[src/rtl/three_bit_down_counter.sv]
// Loadable down counter with terminal-count strobe and optional auto-reload; optional DC_TC_COUNT_EN adds a saturating dc_tc pulse counter.
// Latency: a load shows on dc_out one cycle after acceptance; dc_tc appears the cycle after the terminal (zero, enabled) cycle.
// Backpressure: dc_load_ready is high only in IDLE; a requester holds dc_load_valid until it is accepted.
module three_bit_down_counter #(
    parameter int               WIDTH      = 3,
    parameter logic [WIDTH-1:0] RELOAD_VAL = {WIDTH{1'b1}}
) (
    input  logic             dc_clk,
    input  logic             dc_rst_n,
    input  logic             dc_load_valid,
    input  logic [WIDTH-1:0] dc_load_val,
    output logic             dc_load_ready,
    input  logic             dc_en,
    input  logic             dc_auto_reload,
    input  logic             dc_clr,
    output logic [WIDTH-1:0] dc_out,
`ifdef DC_TC_COUNT_EN
    output logic [7:0]       dc_tc_count,
`endif
    output logic             dc_tc,
    output logic             dc_busy
);

    typedef enum logic {
        S_IDLE  = 1'b0,
        S_COUNT = 1'b1
    } state_t;

    state_t           state_q, state_d;
    logic [WIDTH-1:0] out_q, out_d;
    logic             tc_q, tc_d;
    logic             ready_q;
    logic             busy_q;

    always_comb begin
        state_d = state_q;
        out_d   = out_q;
        tc_d    = 1'b0;
        if (dc_clr) begin
            // Abort beats both a pending load and a terminal event.
            state_d = S_IDLE;
        end else begin
            case (state_q)
                S_IDLE: begin
                    if (dc_load_valid) begin
                        out_d   = dc_load_val;
                        state_d = S_COUNT;
                    end
                end
                S_COUNT: begin
                    if (dc_en) begin
                        if (out_q != '0) begin
                            out_d = out_q - WIDTH'(1);
                        end else begin
                            tc_d = 1'b1;
                            if (dc_auto_reload) begin
                                out_d = RELOAD_VAL;
                            end else begin
                                state_d = S_IDLE;
                            end
                        end
                    end
                end
                default: state_d = S_IDLE;
            endcase
        end
    end

    always_ff @(posedge dc_clk or negedge dc_rst_n) begin
        if (!dc_rst_n) begin
            state_q <= S_IDLE;
            out_q   <= RELOAD_VAL;
            tc_q    <= 1'b0;
            ready_q <= 1'b1;
            busy_q  <= 1'b0;
        end else begin
            state_q <= state_d;
            out_q   <= out_d;
            tc_q    <= tc_d;
            ready_q <= (state_d == S_IDLE);
            busy_q  <= (state_d == S_COUNT);
        end
    end

    assign dc_out        = out_q;
    assign dc_tc         = tc_q;
    assign dc_load_ready = ready_q;
    assign dc_busy       = busy_q;

`ifdef DC_TC_COUNT_EN
    logic [7:0] tc_cnt_q, tc_cnt_d;

    // Counted on tc_d so the count steps in the same cycle dc_tc is seen.
    always_comb begin
        tc_cnt_d = tc_cnt_q;
        if (dc_clr) begin
            tc_cnt_d = 8'd0;
        end else if (tc_d && (tc_cnt_q != 8'hFF)) begin
            tc_cnt_d = tc_cnt_q + 8'd1;
        end
    end

    always_ff @(posedge dc_clk or negedge dc_rst_n) begin
        if (!dc_rst_n) begin
            tc_cnt_q <= 8'd0;
        end else begin
            tc_cnt_q <= tc_cnt_d;
        end
    end

    assign dc_tc_count = tc_cnt_q;
`endif

endmodule
[config.mk]
export PLATFORM = sky130hd
export DESIGN_NAME = three_bit_down_counter
export DESIGN_NICKNAME = d
export VERILOG_FILES = /design/src/rtl/three_bit_down_counter.sv
export SDC_FILE = /design/constraint.sdc
export NUM_CORES = 1
export LEC_CHECK = 0
export CORE_AREA = 2 2 39 41
export CTS_CLUSTER_DIAMETER = 120
export CTS_CLUSTER_SIZE = 24
export DETAILED_ROUTE_END_ITERATION = 7
export DIE_AREA = 0 0 41 43
export PLACE_DENSITY = 0.62
export SYNTH_ARGS = -nofsm -noshare
export SYNTH_HDL_FRONTEND = slang
export SYNTH_SLANG_ARGS = --single-unit
[constraint.sdc]
create_clock -name dc_clk -period 2 [get_ports dc_clk]
set_clock_uncertainty 0.15 [all_clocks]
set_input_delay 0.2 -clock dc_clk [delete_from_list [all_inputs] [get_ports dc_clk]]
set_output_delay 0.2 -clock dc_clk [all_outputs]
set_load 0.1 [all_outputs]
==> summary.md <==
| Metric | Value |
|---|---|
| Worst hold path type | `in2async` |
| Vert. Die Dim | `43 µm` |
| Global-route wire length before repair | `1.46 mm` |
| Layout area overhead | `76.7%` |
| Post-layout util | `0.446` |
| Max-cap violation count | `0` |
| Ports | `15` |
| Root buffer cell | `clkbuf_4` |
| Mapped Cells | `35` |
| TritonCTS clock tree | `yes` |
| Worst Setup End Kind | `flip-flop` |
| Internal power | `0.378 mW` |
| RSZ-0062 raised after global routing | `no` |
| 1st-iter DRT viols | `9` |
| RR Endpoint | `dc_out[0]` |
| # rows | `14` |
| Placed inst area | `between 500 and 600 µm²` |
| Reg2reg path depth | `5` |
| Tot GR Track Use | `0.122` |
| Final hold violations | `0` |
| Setup TNS | `0 ns` |
| Post-route cell area | `617 µm²` |
| Die span in x | `about 41 µm` |
| R2R Setup Slk | `0.1 ns` |
| Final WS setup | `0.0986 ns` |
| Pre-CTS WS | `0.118 ns` |
| Vias in the first global route | `around 360` |
| Status | `complete, no violations` |
| Fmax | `526 MHz` |
| Crit path max fanout | `4` |
| Total core area | `1380 µm²` |
| Antenna violations before repair | `0` |
| Post-CTS setup buffers | `0` |
| Ant. Diodes | `0` |
| Syn_area_per_cell | `~10 µm²` |
| Largest net degree at the start of global routing | `12` |
| Total grt overflow | `0` |
| Min Tclk post-route | `roughly 1.9 ns` |
| Routed WL per cell | `12.0 µm` |
| Crit start category | `flip-flop` |
| I/O Buffers | `14` |
| Nets | `65` |
| Synth warn | `0` |
| Hold-fix buffers, CTS | `0` |
| Post-synth cell types | `23` |
| Initial Utilization | `0.252` |
| Cell Area, Synth | `349 µm²` |
| Clock Sinks | `6` |
| Pwr dens | `1080 nW/µm²` |
| Reg2reg start | `dc_out[0]` |
| Sw Ratio | `0.434` |
| CTS resizes | `0` |
| Initial DRT Pass Iterations | `4` |
| Clk pin slew, worst setup/hold paths | `0.05 ns` |
| Clock power frac | `0.178` |
| Data required, critical path | `roughly 2.0 ns` |
| WL final | `826 µm` |
| Sequential power share | `0.297` |
| CTS max path bufs | `2` |
| Residual DRC | `0` |
| Register area share after synthesis | `0.444` |
| Slew @ Worst Pin | `0.277 ns` |
| Setup CP Type | `reg2reg` |
| Sw Pwr | `roughly 0.29 mW` |
| Max transition margin | `0.817` |
| CTS Buf Count | `3` |
| Number of routed nets with antenna violations | `0` |
| Static Leak | `0.254 nW` |
| WP data arrival | `roughly 1.9 ns` |
| Max VDD drop | `roughly 0.35 mV` |
| Overall die area | `approximately 1800 µm²` |
| Syn nets | `46` |
| Post-DP HPWL | `710 µm` |
| Period utilization | `0.951` |
| Clock Latency Late Sink | `0.24 ns` |
| H-tree depth reported by CTS | `1` |
| Power Total | `0.667 mW` |
| Flops & latches, synth | `6` |
| Setup-failing EPs final | `0` |
| Vias/cell | `4.93` |
| Detailed-route via count | `340` |
| Comb power frac | `0.525` |
| Final Slew Violations | `0` |
| Filler cells | `135` |
| RD Place Congestion | `0.680` |
| Share of cells above drive strength 1 | `0.340` |
-- per-stage QoR --
| step | cells | hold slack (ns) |
|---|---|---|
| after floorplan | 35 | -0.246 |
| after global placement | 65 | 0.303 |
| after detailed placement | 65 | 0.305 |
| after CTS | 69 | 0.0448 |
| after global routing | 69 | 0.0587 |
| final | 69 | 0.0404 |
-- layer usage --
layer | part of all wire | vias up | GRT usage | wire, µm
met3 | 0.048 | 4 | 0.0157 | 40
met2 | 0.57 | 18 | 0.213 | 471
met1 | 0.36 | 151 | 0.125 | 298
li1 | - | 167 | - | -
met4 | 0.018 | 0 | 0.0800 | 15
met5 | 0 | - | 0 | 0
-- cell usage in the layout (no fill, tap or decap), drive strengths merged, types with 2 or more instances in the layout --
cell type      n
clkdlybuf4s50  8
buf            7
clkbuf         4
dfstp          4
nor2           3
inv            3
or3            2
nand2          2
o22ai          2
dfrtp          2
ha             2
-- synth_stat cells, drive strengths merged --
cell type / number / area (µm²)
a211o: 1 / 8.76
a22oi: 1 / 7.51
a31oi: 1 / 6.26
a41oi: 1 / 8.76
and3: 1 / 6.26
buf: 1 / 5.00
dfrtp: 2 / 50.1
dfstp: 4 / 105
ha: 2 / 25.0
inv: 3 / 11.3
mux2i: 1 / 10.0
nand2: 2 / 7.51
nand2b: 1 / 6.26
nand4: 1 / 6.26
nor2: 3 / 11.3
nor2b: 1 / 6.26
nor3: 1 / 5.00
nor3b: 1 / 12.5
nor4bb: 1 / 10.0
o211ai: 1 / 7.51
o22ai: 2 / 12.5
or3: 2 / 12.5
or4: 1 / 7.51
-- sequential cells by signal, summed over array words and instances, names as in the netlist --
| name | flops |
|---|---|
| dc_out | 3 |
| dc_load_ready | 1 |
| dc_busy | 1 |
| dc_tc | 1 |
-- final cells by class --
type                            instances  area (µm²)  share of cell area
Multi-Input combinational cell         25         196               0.318
Tap cell                               16        20.0              0.0325
Clock buffer                            4        26.3              0.0426
Sequential cell                         6         163               0.264
Inverter                                3        16.3              0.0264
Timing Repair Buffer                   15         195               0.316
-- power by group through the flow --
stage | Combinational, mW | Sequential (mW) | Clock (mW)
after floorplan | 0.0870 | 0.330 | 0
after global placement | 0.345 | 0.197 | 0
after detailed placement | 0.351 | 0.200 | 0
after CTS | 0.351 | 0.199 | 0.122
after global routing | 0.371 | 0.201 | 0.130
final | 0.350 | 0.198 | 0.119
-- worst max-delay path by stage --
stage	cells past startpoint	end	startpoint	slack, ns
2_1_floorplan	5	dc_out[0]	dc_out[0]	-0.01
3_3_place_gp	5	dc_out[0]	dc_out[0]	0.16
3_5_place_dp	5	dc_out[0]	dc_out[0]	0.12
4_1_cts	5	dc_out[0]	dc_out[0]	0.10
5_1_grt	5	dc_out[0]	dc_out[0]	0.03
6_report	5	dc_out[0]	dc_out[0]	0.1
-- critical path: stages, from the launching register on --
cell and delay, ns:
dfstp_4 0.66, inv_4 0.05, ha_4 0.16, nor3b_4 0.16, or4_1 0.52, o211ai_1 0.12
-- cell families after synthesis --
group           Yosys count  share of synthesized area
simple gates             15                      0.262
buf+inv                   4                     0.0466
flops                     6                      0.444
compound gates            7                      0.147
fa+ha+maj                 2                     0.0717
mux                       1                     0.0287
Power figures use the tool's default switching activity.
